## src/rtl/lc3_ctrl_pkg.sv

```systemverilog
// lc3_ctrl_pkg: opcodes, memory-access states and opcode classifiers shared by the pipeline controller.
package lc3_ctrl_pkg;
    localparam logic [3:0] OP_BR  = 4'b0000;
    localparam logic [3:0] OP_ADD = 4'b0001;
    localparam logic [3:0] OP_LD  = 4'b0010;
    localparam logic [3:0] OP_ST  = 4'b0011;
    localparam logic [3:0] OP_AND = 4'b0101;
    localparam logic [3:0] OP_LDR = 4'b0110;
    localparam logic [3:0] OP_STR = 4'b0111;
    localparam logic [3:0] OP_NOT = 4'b1001;
    localparam logic [3:0] OP_LDI = 4'b1010;
    localparam logic [3:0] OP_STI = 4'b1011;
    localparam logic [3:0] OP_JMP = 4'b1100;

    typedef enum logic [1:0] {
        MEM_READ  = 2'd0,
        MEM_IND   = 2'd1,
        MEM_WRITE = 2'd2,
        MEM_IDLE  = 2'd3
    } mem_state_e;

    function automatic logic is_alu_op(input logic [3:0] op);
        return op == OP_ADD || op == OP_AND || op == OP_NOT;
    endfunction

    function automatic logic is_load_op(input logic [3:0] op);
        return op == OP_LD || op == OP_LDR || op == OP_LDI;
    endfunction

    function automatic logic is_store_op(input logic [3:0] op);
        return op == OP_ST || op == OP_STR || op == OP_STI;
    endfunction
endpackage

```

## src/rtl/lc3_pipe_controller_if.sv

```systemverilog
// lc3_pipe_controller_if: controller/datapath bundle; master is the controller side, slave the datapath side.
interface lc3_pipe_controller_if;
    import lc3_ctrl_pkg::*;
    logic        complete_instr;
    logic        complete_data;
    logic [15:0] IR;
    logic [15:0] IR_Exec;
    logic [2:0]  NZP;
    logic [2:0]  psr;
    logic        enable_updatePC;
    logic        enable_fetch;
    logic        enable_decode;
    logic        enable_execute;
    logic        enable_writeback;
    logic        br_taken;
    mem_state_e  mem_state;
    logic        bypass_alu_1;
    logic        bypass_alu_2;
    logic        bypass_mem_1;
    logic        bypass_mem_2;
    logic        mem_err;

    modport master (
        input  complete_instr, complete_data, IR, IR_Exec, NZP, psr,
        output enable_updatePC, enable_fetch, enable_decode, enable_execute, enable_writeback,
        output br_taken, mem_state, bypass_alu_1, bypass_alu_2, bypass_mem_1, bypass_mem_2, mem_err
    );

    modport slave (
        output complete_instr, complete_data, IR, IR_Exec, NZP, psr,
        input  enable_updatePC, enable_fetch, enable_decode, enable_execute, enable_writeback,
        input  br_taken, mem_state, bypass_alu_1, bypass_alu_2, bypass_mem_1, bypass_mem_2, mem_err
    );
endinterface

```

## src/rtl/lc3_pipe_controller_bypass_unit.sv

```systemverilog
// lc3_bypass_unit: combinational operand forwarding from the execute/writeback register to decode/execute.
module lc3_bypass_unit
    import lc3_ctrl_pkg::*;
(
    input  logic [3:0] ir_op,
    input  logic [2:0] ir_sr1,
    input  logic [2:0] ir_sr2,
    input  logic       ir_imm,
    input  logic [3:0] ex_op,
    input  logic [2:0] ex_dr,
    output logic       alu_1,
    output logic       alu_2,
    output logic       mem_1,
    output logic       mem_2
);
    logic src1, src2;
    always_comb begin
        src1  = ir_op == OP_ADD || ir_op == OP_AND || ir_op == OP_NOT ||
                ir_op == OP_LDR || ir_op == OP_STR || ir_op == OP_JMP;
        src2  = (ir_op == OP_ADD || ir_op == OP_AND) && !ir_imm;
        alu_1 = is_alu_op(ex_op) && src1 && ex_dr == ir_sr1;
        alu_2 = is_alu_op(ex_op) && src2 && ex_dr == ir_sr2;
        mem_1 = is_load_op(ex_op) && src1 && ex_dr == ir_sr1;
        mem_2 = is_load_op(ex_op) && src2 && ex_dr == ir_sr2;
    end
endmodule

```

## src/rtl/lc3_pipe_controller.sv

```systemverilog
// lc3_pipe_controller: stage enables, memory-access FSM, branch bubbles and bypass selects.
// Defining LC3_CTRL_TIMEOUT_EN adds a memory-wait timeout with a sticky mem_err flag.
module lc3_pipe_controller
    import lc3_ctrl_pkg::*;
#(
    parameter int BR_BUBBLES  = 3,
    parameter int MEM_TIMEOUT = 255
) (
    input logic clock,
    input logic reset,
    lc3_pipe_controller_if.master bus
);
    localparam int BW = $clog2(BR_BUBBLES + 1);

    logic [3:0]    ir_op, ex_op;
    logic [2:0]    fill_q, fill_d;
    mem_state_e    mem_q, mem_d;
    logic          mem_wr_q, mem_wr_d, mem_done_q, mem_done_d;
    logic [BW-1:0] bub_q, bub_d;
    logic          br_jmp_q, br_jmp_d, br_done_q, br_done_d;
    logic          en_upc_q, en_upc_d, en_fetch_q, en_fetch_d, en_dec_q, en_dec_d;
    logic          en_exe_q, en_exe_d, en_wb_q, en_wb_d, br_taken_q, br_taken_d;
    logic          mem_trig, br_trig, mem_ok, bub_ok;
    logic          alu_1, alu_2, mem_1, mem_2;
    logic          unused;

    assign ir_op = bus.IR[15:12];
    assign ex_op = bus.IR_Exec[15:12];

`ifdef LC3_CTRL_TIMEOUT_EN
    localparam int TW = $clog2(MEM_TIMEOUT + 1);
    logic [TW-1:0] tout_q, tout_d;
    logic          err_q, err_d;
`endif

    always_comb begin
        fill_d   = (fill_q == 3'd4) ? fill_q : fill_q + 3'd1;
        mem_trig = en_exe_q && !mem_done_q && (is_load_op(ex_op) || is_store_op(ex_op));
        mem_d    = mem_q;
        mem_wr_d = mem_wr_q;
        if (mem_q == MEM_IDLE) begin
            if (mem_trig) begin
                mem_wr_d = is_store_op(ex_op);
                mem_d    = (ex_op == OP_LDI || ex_op == OP_STI) ? MEM_IND :
                           is_store_op(ex_op) ? MEM_WRITE : MEM_READ;
            end
        end else if (bus.complete_data) begin
            mem_d = (mem_q != MEM_IND) ? MEM_IDLE : mem_wr_q ? MEM_WRITE : MEM_READ;
        end
`ifdef LC3_CTRL_TIMEOUT_EN
        err_d = err_q;
        if (mem_q != MEM_IDLE && !bus.complete_data && tout_q == TW'(MEM_TIMEOUT - 1)) begin
            mem_d = MEM_IDLE;
            err_d = 1'b1;
        end
        tout_d = (mem_q != MEM_IDLE && mem_d == mem_q) ? tout_q + 1'b1 : '0;
`endif
        // done flags stop a held instruction from re-triggering until its stage advances
        mem_done_d = (mem_q != MEM_IDLE && mem_d == MEM_IDLE) ? 1'b1 : en_exe_q ? 1'b0 : mem_done_q;
        mem_ok     = mem_q == MEM_IDLE && mem_d == MEM_IDLE;
        br_trig    = en_dec_q && !br_done_q && (ir_op == OP_BR || ir_op == OP_JMP);
        bub_d      = (mem_q != MEM_IDLE) ? bub_q : br_trig ? BW'(BR_BUBBLES) :
                     (bub_q != '0) ? bub_q - 1'b1 : bub_q;
        br_jmp_d   = (br_trig && mem_q == MEM_IDLE) ? ir_op == OP_JMP : br_jmp_q;
        br_done_d  = (bub_q != '0 && bub_d == '0) ? 1'b1 : en_dec_q ? 1'b0 : br_done_q;
        bub_ok     = bub_d == '0;
        br_taken_d = bub_d == BW'(1) && bub_q != BW'(1) && (br_jmp_d || |(bus.NZP & bus.psr));
        en_upc_d   = bus.complete_instr && mem_ok && bub_ok;
        en_fetch_d = bus.complete_instr && mem_ok && bub_ok;
        en_dec_d   = fill_d >= 3'd2 && mem_ok && bub_ok;
        en_exe_d   = fill_d >= 3'd3 && mem_ok;
        en_wb_d    = fill_d >= 3'd4 && (mem_ok || mem_d == MEM_READ);
    end

    always_ff @(posedge clock or negedge reset) begin
        if (!reset) begin
            fill_q     <= '0;
            mem_q      <= MEM_IDLE;
            mem_wr_q   <= 1'b0;
            mem_done_q <= 1'b0;
            bub_q      <= '0;
            br_jmp_q   <= 1'b0;
            br_done_q  <= 1'b0;
            en_upc_q   <= 1'b0;
            en_fetch_q <= 1'b0;
            en_dec_q   <= 1'b0;
            en_exe_q   <= 1'b0;
            en_wb_q    <= 1'b0;
            br_taken_q <= 1'b0;
        end else begin
            fill_q     <= fill_d;
            mem_q      <= mem_d;
            mem_wr_q   <= mem_wr_d;
            mem_done_q <= mem_done_d;
            bub_q      <= bub_d;
            br_jmp_q   <= br_jmp_d;
            br_done_q  <= br_done_d;
            en_upc_q   <= en_upc_d;
            en_fetch_q <= en_fetch_d;
            en_dec_q   <= en_dec_d;
            en_exe_q   <= en_exe_d;
            en_wb_q    <= en_wb_d;
            br_taken_q <= br_taken_d;
        end
    end

`ifdef LC3_CTRL_TIMEOUT_EN
    always_ff @(posedge clock or negedge reset) begin
        if (!reset) begin
            tout_q <= '0;
            err_q  <= 1'b0;
        end else begin
            tout_q <= tout_d;
            err_q  <= err_d;
        end
    end
    assign bus.mem_err = err_q;
    assign unused = ^{bus.IR[11:9], bus.IR[4:3], bus.IR_Exec[8:0]};
`else
    assign bus.mem_err = 1'b0;
    assign unused = ^{bus.IR[11:9], bus.IR[4:3], bus.IR_Exec[8:0], 1'(MEM_TIMEOUT)};
`endif

    lc3_bypass_unit u_bypass (
        .ir_op (ir_op),
        .ir_sr1(bus.IR[8:6]),
        .ir_sr2(bus.IR[2:0]),
        .ir_imm(bus.IR[5]),
        .ex_op (ex_op),
        .ex_dr (bus.IR_Exec[11:9]),
        .alu_1 (alu_1),
        .alu_2 (alu_2),
        .mem_1 (mem_1),
        .mem_2 (mem_2)
    );

    assign bus.enable_updatePC  = en_upc_q;
    assign bus.enable_fetch     = en_fetch_q;
    assign bus.enable_decode    = en_dec_q;
    assign bus.enable_execute   = en_exe_q;
    assign bus.enable_writeback = en_wb_q;
    assign bus.br_taken         = br_taken_q;
    assign bus.mem_state        = mem_q;
    assign bus.bypass_alu_1     = reset & alu_1;
    assign bus.bypass_alu_2     = reset & alu_2;
    assign bus.bypass_mem_1     = reset & mem_1;
    assign bus.bypass_mem_2     = reset & mem_2;
endmodule

```

## src/flat_wrapper.sv

```systemverilog
// flat-port wrapper written by rule: the top's interface ports become plain ports
module lc3_pipe_controller_flat import lc3_ctrl_pkg::*;
#(
    parameter int BR_BUBBLES  = 3,
    parameter int MEM_TIMEOUT = 255
)
  (clock, reset, bus_complete_instr, bus_complete_data, bus_IR, bus_IR_Exec, bus_NZP, bus_psr, bus_enable_updatePC, bus_enable_fetch, bus_enable_decode, bus_enable_execute, bus_enable_writeback, bus_br_taken, bus_mem_state, bus_bypass_alu_1, bus_bypass_alu_2, bus_bypass_mem_1, bus_bypass_mem_2, bus_mem_err);
  lc3_pipe_controller_if bus_i ();
  input logic clock;
  input logic reset;
  input wire logic [$bits(bus_i.complete_instr)-1:0] bus_complete_instr;
  input wire logic [$bits(bus_i.complete_data)-1:0] bus_complete_data;
  input wire logic [$bits(bus_i.IR)-1:0] bus_IR;
  input wire logic [$bits(bus_i.IR_Exec)-1:0] bus_IR_Exec;
  input wire logic [$bits(bus_i.NZP)-1:0] bus_NZP;
  input wire logic [$bits(bus_i.psr)-1:0] bus_psr;
  output wire logic [$bits(bus_i.enable_updatePC)-1:0] bus_enable_updatePC;
  output wire logic [$bits(bus_i.enable_fetch)-1:0] bus_enable_fetch;
  output wire logic [$bits(bus_i.enable_decode)-1:0] bus_enable_decode;
  output wire logic [$bits(bus_i.enable_execute)-1:0] bus_enable_execute;
  output wire logic [$bits(bus_i.enable_writeback)-1:0] bus_enable_writeback;
  output wire logic [$bits(bus_i.br_taken)-1:0] bus_br_taken;
  output wire logic [$bits(bus_i.mem_state)-1:0] bus_mem_state;
  output wire logic [$bits(bus_i.bypass_alu_1)-1:0] bus_bypass_alu_1;
  output wire logic [$bits(bus_i.bypass_alu_2)-1:0] bus_bypass_alu_2;
  output wire logic [$bits(bus_i.bypass_mem_1)-1:0] bus_bypass_mem_1;
  output wire logic [$bits(bus_i.bypass_mem_2)-1:0] bus_bypass_mem_2;
  output wire logic [$bits(bus_i.mem_err)-1:0] bus_mem_err;
  assign bus_i.complete_instr = bus_complete_instr;
  assign bus_i.complete_data = bus_complete_data;
  assign bus_i.IR = bus_IR;
  assign bus_i.IR_Exec = bus_IR_Exec;
  assign bus_i.NZP = bus_NZP;
  assign bus_i.psr = bus_psr;
  assign bus_enable_updatePC = bus_i.enable_updatePC;
  assign bus_enable_fetch = bus_i.enable_fetch;
  assign bus_enable_decode = bus_i.enable_decode;
  assign bus_enable_execute = bus_i.enable_execute;
  assign bus_enable_writeback = bus_i.enable_writeback;
  assign bus_br_taken = bus_i.br_taken;
  assign bus_mem_state = bus_i.mem_state;
  assign bus_bypass_alu_1 = bus_i.bypass_alu_1;
  assign bus_bypass_alu_2 = bus_i.bypass_alu_2;
  assign bus_bypass_mem_1 = bus_i.bypass_mem_1;
  assign bus_bypass_mem_2 = bus_i.bypass_mem_2;
  assign bus_mem_err = bus_i.mem_err;
  lc3_pipe_controller #(.BR_BUBBLES(BR_BUBBLES), .MEM_TIMEOUT(MEM_TIMEOUT)) u_core (.clock(clock), .reset(reset), .bus(bus_i));
endmodule
```

## config.mk

```make
export PLATFORM = sky130hd
export DESIGN_NAME = lc3_pipe_controller_flat
export DESIGN_NICKNAME = d
export VERILOG_FILES = /design/src/rtl/lc3_ctrl_pkg.sv /design/src/rtl/lc3_pipe_controller_if.sv /design/src/rtl/lc3_pipe_controller_bypass_unit.sv /design/src/rtl/lc3_pipe_controller.sv /design/src/flat_wrapper.sv
export SDC_FILE = /design/constraint.sdc
export NUM_CORES = 1
export LEC_CHECK = 0
export CAP_MARGIN = 15
export CORE_MARGIN = 5
export CORE_UTILIZATION = 42
export CTS_CLUSTER_DIAMETER = 200
export DETAILED_ROUTE_END_ITERATION = 10
export GPL_TIMING_DRIVEN = 0
export PLACE_DENSITY = 0.92
export RECOVER_POWER = 25
export SYNTH_ARGS = -nofsm -noshare
export SYNTH_HDL_FRONTEND = slang
export SYNTH_HIERARCHICAL = 1
export SYNTH_SLANG_ARGS = --single-unit
```

## constraint.sdc

```tcl
create_clock -name clock -period 3.9 [get_ports clock]
set_clock_uncertainty 0.05 [all_clocks]
set_input_delay 0.39 -clock clock [delete_from_list [all_inputs] [get_ports clock]]
set_output_delay 0.39 -clock clock [all_outputs]
set_load 0.02 [all_outputs]
```

; ---- Word level (Yosys, flattened, before mapping)
; Cells that the tools add are included.
[totals]
elab_cells = 114
memories = 0
romBits = 0
ram_bits = 0
out_inout_bits = 13
reg_bits = 16
latchBits = 0
[op_classes]
div_mod_pow = 0
shifts = 0
n_addsub = 2
magnitude_cmp = 3
multipliers = 0
eq_ne = 24
n_reduce_logical = 52
n_bitwise = 5
muxes = 16
[op_table]
columns = op, n
row1 = $logic_and 1x1->1, 25
row2 = $eq 4x3->1 const B, 6
row3 = $eq 4x4->1 const B, 5
row4 = $mux 2, 10
row5 = $logic_or 1x1->1, 16
row6 = $eq 4x1->1 const B, 2
row7 = $eq 4x2->1 const B, 2
row8 = $eq 3x3->1, 2
row9 = $ge 3x2->1 const B, 2
row10 = $reduce_bool 2->1, 3
row11 = $mux 1, 5
row12 = $and 1x1->1, 4
row13 = $eq 2x2->1 const B, 2
row14 = $logic_not 2->1, 2
row15 = $logic_not 4->1, 1
row16 = $ne 2x1->1 const B, 2
row17 = $add 3x1->3 const B, 1
row18 = $and 3x3->3, 1
row19 = $eq 3x3->1 const B, 1
row20 = $ge 3x3->1 const B, 1
row21 = $logic_not 1->1, 3
row22 = $mux 3, 1
row23 = $reduce_or 3->1, 1
row24 = $eq 2x1->1 const B, 1
row25 = 3 further kinds, 3

; ---- Logic depth before layout (Yosys ltp)
[depth]
ltp_word = 11
mapped_depth = 5
depth_no_buf = 5

; ---- Modules after synthesis
; The synthesis kept the hierarchy.
[by_module_without_submodules]
columns = module, n_inst, seq_area_each_um2, cells_per_inst, area_each_um2
row1 = lc3_pipe_controller, 1, 402.9, 85, 944.7
row2 = lc3_bypass_unit, 1, 0.0, 21, 133.9

; ---- Worst setup path before layout
; No wires, ideal clock.
[synth_path]
path_kind = in2out
from = in bus_IR[8]
to = out bus_bypass_alu_1
slack_ns = 2.389
path_stages = 4
t_arrival_ns = 1.071
path_buffers = 0
cell_sequence = xnor2_1 > o2111ai_1 > nor3_1 > and2_1
[synth_via]
elab_chain_len = 3
[synth_lines]
columns = element, line
row1 = "start, declared", flat_wrapper.sv:13  ; input wire logic [$bits(bus_i.IR)-1:0] bus_IR;
row2 = $eq 3x3->1, lc3_pipe_controller_bypass_unit.sv:21  ; alu_1 = is_alu_op(ex_op) && src1 && ex_dr == ir_sr1;
row3 = $logic_and 1x1->1, lc3_pipe_controller_bypass_unit.sv:21
row4 = via u_core.alu_1, lc3_pipe_controller.sv:24  ; logic alu_1, alu_2, mem_1, mem_2;
row5 = $and 1x1->1, lc3_pipe_controller.sv:144  ; assign bus.bypass_alu_1 = reset & alu_1;
row6 = "end, declared", flat_wrapper.sv:24  ; output wire logic [$bits(bus_i.bypass_alu_1)-1:0] bus_bypass_alu_1;
; The timed path passes the listed nets, and every way through them passes these cells.

; ---- Worst setup path in the final report
[layout_path]
from = in reset
to = out bus_bypass_alu_2
[layout_via]
elab_chain_len = 1
[layout_lines]
columns = element, line
row1 = "start, declared", flat_wrapper.sv:10  ; input logic reset;
row2 = $and 1x1->1, lc3_pipe_controller.sv:145  ; assign bus.bypass_alu_2 = reset & alu_2;
row3 = "end, declared", flat_wrapper.sv:25  ; output wire logic [$bits(bus_i.bypass_alu_2)-1:0] bus_bypass_alu_2;
; Every way passes these cells.

==> load_flow_metrics.sql <==
INSERT INTO impl_metrics (metric_group, metric, value, unit) VALUES
('outcome', 'status', 'finished, final reports clean', ''),
('synth', 'synth-seq-cells', '16', ''),
('synth', 'synth_ff_type', 'dfrtp_1', ''),
('grt', 'antenna_found_initial', '0', ''),
('synth', 'ys.warnings.count', '6', ''),
('setup_path', 'critical_path_class', 'input port to output pin', ''),
('timing', 'final_max_slew_viol_count', '0', ''),
('cts', 'worst_skew_pair.late_latency', '0.30', 'ns'),
('floorplan', 'floorplan.initialDensity', '43.5', '%'),
('synth', 'syn_area', '1080', 'um^2'),
('synth', 'synth_enable_flop_cells', '0', ''),
('grt', 'pin_count_of_the_biggest_net_entering_global_routing', '21', ''),
('timing', 'fin_crit', '2.76', 'ns'),
('timing', 'timing.slew.headroom', '44.4', '%'),
('cts', 'ctsRootBufferMaster', 'clkbuf_4', ''),
('grt', 'grt_util_all_layers', '14.3', '%'),
('grt', 'first_global_vias', '866', ''),
('cells_and_area', 'layout.core_utilization', '62.3', '%'),
('cts', 'cts.hold.buffers_added', '0', ''),
('floorplan', 'die_width', '60.7', 'um'),
('place', 'placement.io_buffers', '39', ''),
('timing', 'setup_slack', '1.14', 'ns'),
('setup_path', 'crit-reg2reg-launch', 'u_core/fill_q[0]', ''),
('place', 'dp_worst_setup_slack', '1.17', 'ns'),
('place', 'dp_hpwl', '1970', 'um'),
('power_and_ir_drop', 'power.static_leakage', '0.634', 'nW'),
('setup_path', 'endpoint', 'bus_bypass_alu_2', ''),
('setup_path', 'r2r_cells', '5', ''),
('grt', 'globalRouteOverflowTotal', '0', ''),
('synth', 'synth_area_per_cell', '10.2', 'um^2'),
('floorplan', 'core.rowCount', '18', ''),
('cts', 'cts_tree', 'built', ''),
('detailed_routing', 'avgRoutedWirePerCell', '13.5', 'um'),
('setup_path', 'critical_path.startpoint', 'reset', ''),
('detailed_routing', 'detail_route.drc_violations', '0', ''),
('power_and_ir_drop', 'cellPowerDensity', '501', 'nW/um^2'),
('timing', 'final-hold-violation-count', '0', ''),
('synth', 'synthDistinctLibCells', '46', ''),
('timing', 'setup_repair_after_global_routing_missed_its_margin', 'false', ''),
('cells_and_area', 'final_cell_count_no_fill', '179', ''),
('detailed_routing', 'drtPass1Iterations', '4', ''),
('power_and_ir_drop', 'vdd_drop_max', '0.325', 'mV'),
('power_and_ir_drop', 'power', '0.773', 'mW'),
('cts', 'clock_tree.htree_level_count', '1', ''),
('synth', 'async_reset_ff_share', '100', '%'),
('timing', 'tightest_slew', '0.831', 'ns'),
('setup_path', 'cp_max_fo', '20', ''),
('job', 'max_cap_violations', '0', ''),
('synth', 'netlist_instances', '106', ''),
('synth', 'mappedNetlistNets', '152', ''),
('setup_path', 'worstPathArrival', '2.32', 'ns'),
('cts', 'cts_made_buffers', '3', ''),
('cts', 'cts_sinks', '16', ''),
('setup_path', 'end_kind', 'output pin', ''),
('timing', 'setup_tns_final', '0', 'ns'),
('detailed_routing', 'detail_route.iter0.violations', '22', ''),
('detailed_routing', 'vias', '928', ''),
('floorplan', 'chipHeight', '60.7', 'um'),
('floorplan', 'fp.dieArea', '3680', 'um^2'),
('detailed_routing', 'drt-total-wl', '2420', 'um'),
('place', 'final_wtd_congestion', '0.739', ''),
('setup_path', 'worst_r2r_endpoint', 'u_core/bus.enable_execute', ''),
('floorplan', 'pin_count', '55', ''),
('place', 'place_inst', '175', ''),
('cts', 'clk_pin_slew', '0.09', 'ns'),
('cells_and_area', 'design_area', '1540', 'um^2'),
('cts', 'cts-resized-gates', '0', ''),
('setup_path', 'timing.critical_path.from_type', 'input port', ''),
('timing', 'post-route-period-util', '70.7', '%'),
('cts', 'clock_path_buffers', '2', ''),
('synth', 'synth_sequential_area_ratio', '37.4', '%'),
('cells_and_area', 'syn2layout_area_growth', '43.0', '%'),
('floorplan', 'core-area', '2480', 'um^2'),
('timing', 'fmaxAchievable', '363', 'MHz'),
('cells_and_area', 'finalNetCount', '196', ''),
('cells_and_area', 'diodes', '0', ''),
('setup_path', 'timing.reg2reg.setup_slack', '2.45', 'ns'),
('timing', 'hold_slack', '0.465', 'ns'),
('setup_path', 'cp_data_required_time', '3.46', 'ns'),
('detailed_routing', 'route.antenna.remaining_nets', '0', ''),
('hold_path', 'hold_path.class', 'flop to flop', ''),
('cells_and_area', 'share_of_cells_above_drive_strength_1', '14.8', '%'),
('cts', 'cts.repair_timing.setup_buffer_count', '0', ''),
('detailed_routing', 'routed_via_density', '5.18', ''),
('timing', 'setup_viol', '0', ''),
('grt', 'grt_pass1_wl', '3840', 'um'),
('place', 'placed_area', '1510', 'um^2');
## routing by layer
metal	up-vias	routed length (um)	share of wire, %	GRT usage [%]
met5	-	0	0	0
met4	0	48	2.0	7.43
met3	4	164	6.8	3.19
met2	29	1220	50	23.5
met1	432	985	41	17.5
li1	463	-	-	-
## synth_stat cells, types with 2 or more instances
master     n  area [um^2]
a21oi_1    3         15.0
and2_1     5         31.3
buf_4      2         15.0
dfrtp_1   14          350
dfstp_2    2         52.6
ha_1       4         50.1
inv_1     10         37.5
nand2_1    7         26.3
nand2b_1   2         12.5
nand3b_1   6         45.0
nor2_1     5         18.8
nor3_1     4         20.0
o22ai_1    2         12.5
xnor2_1    8         70.1
## cell type report
cell class | count | area (um^2)
inverters | 10 | 37.5
repair buffers | 39 | 390
plain buffers | 2 | 15.0
flip-flops and latches | 16 | 403
multi-input cells | 78 | 623
fillers | 202 | 935
clock buffers | 4 | 36.3
well taps | 30 | 37.5
## sequential cells by signal, indices dropped and copies added (netlist names)
| register | cells |
|---|---|
| u_core/fill_q | 3 |
| u_core/bub_q | 2 |
| u_core/bus.mem_state | 2 |
| u_core/br_done_q | 1 |
| u_core/br_jmp_q | 1 |
| u_core/bus.br_taken | 1 |
| u_core/bus.enable_decode | 1 |
| u_core/bus.enable_execute | 1 |
| u_core/bus.enable_updatePC | 1 |
| u_core/bus.enable_writeback | 1 |
| u_core/mem_done_q | 1 |
| u_core/mem_wr_q | 1 |
## worst min path at each step
stage	start	endpoint	slack, ns	depth (start not counted)
CTS	u_core/bus.enable_decode	u_core/br_done_q	0.47	1
detailed placement	u_core/bus.enable_decode	u_core/br_done_q	0.45	1
global placement	u_core/bus.enable_execute	u_core/mem_done_q	0.44	1
global route	u_core/bus.enable_decode	u_core/br_done_q	0.49	1
finish	u_core/bus.enable_decode	u_core/br_done_q	0.47	1
floorplan	reset	u_core/br_done_q	0.04	0
## where the power goes
group	total, mW	leakage (nW)	internal [mW]	switching (mW)
clock	0.112	0.0210	0.0570	0.0549
combinational	0.387	0.415	0.204	0.182
sequential	0.274	0.199	0.227	0.0470
## placed cells by master, fill, tap and decap left out, types with 2 or more instances in the layout
| cell | instances |
|---|---|
| a21oi_1 | 3 |
| and2_1 | 5 |
| buf_4 | 2 |
| clkbuf_4 | 3 |
| clkdlybuf4s50_1 | 36 |
| dfrtp_1 | 14 |
| dfstp_2 | 2 |
| dlygate4sd3_1 | 3 |
| ha_1 | 4 |
| inv_1 | 10 |
| nand2_1 | 7 |
| nand2b_1 | 2 |
| nand3b_1 | 6 |
| nor2_1 | 5 |
| nor3_1 | 4 |
| o22ai_1 | 2 |
| xnor2_1 | 8 |
## cell families after synthesis
group | after synthesis | synth area share (%)
AO/OA/AOI/OAI | 21 | 17.8
XOR/XNOR | 8 | 6.50
adder cells (fa/ha/maj) | 4 | 4.64
AND/OR/NAND/NOR | 43 | 27.1
other | 1 | 0.348
buffers and inverters | 12 | 4.87
multiplexers | 1 | 1.39
flip-flops | 16 | 37.4
## critical path: stages
cell	delay, ns
dlygate4sd3_1	1.08
and2_1	0.23
clkdlybuf4s50_1	0.61
Power figures use the tool's default switching activity.
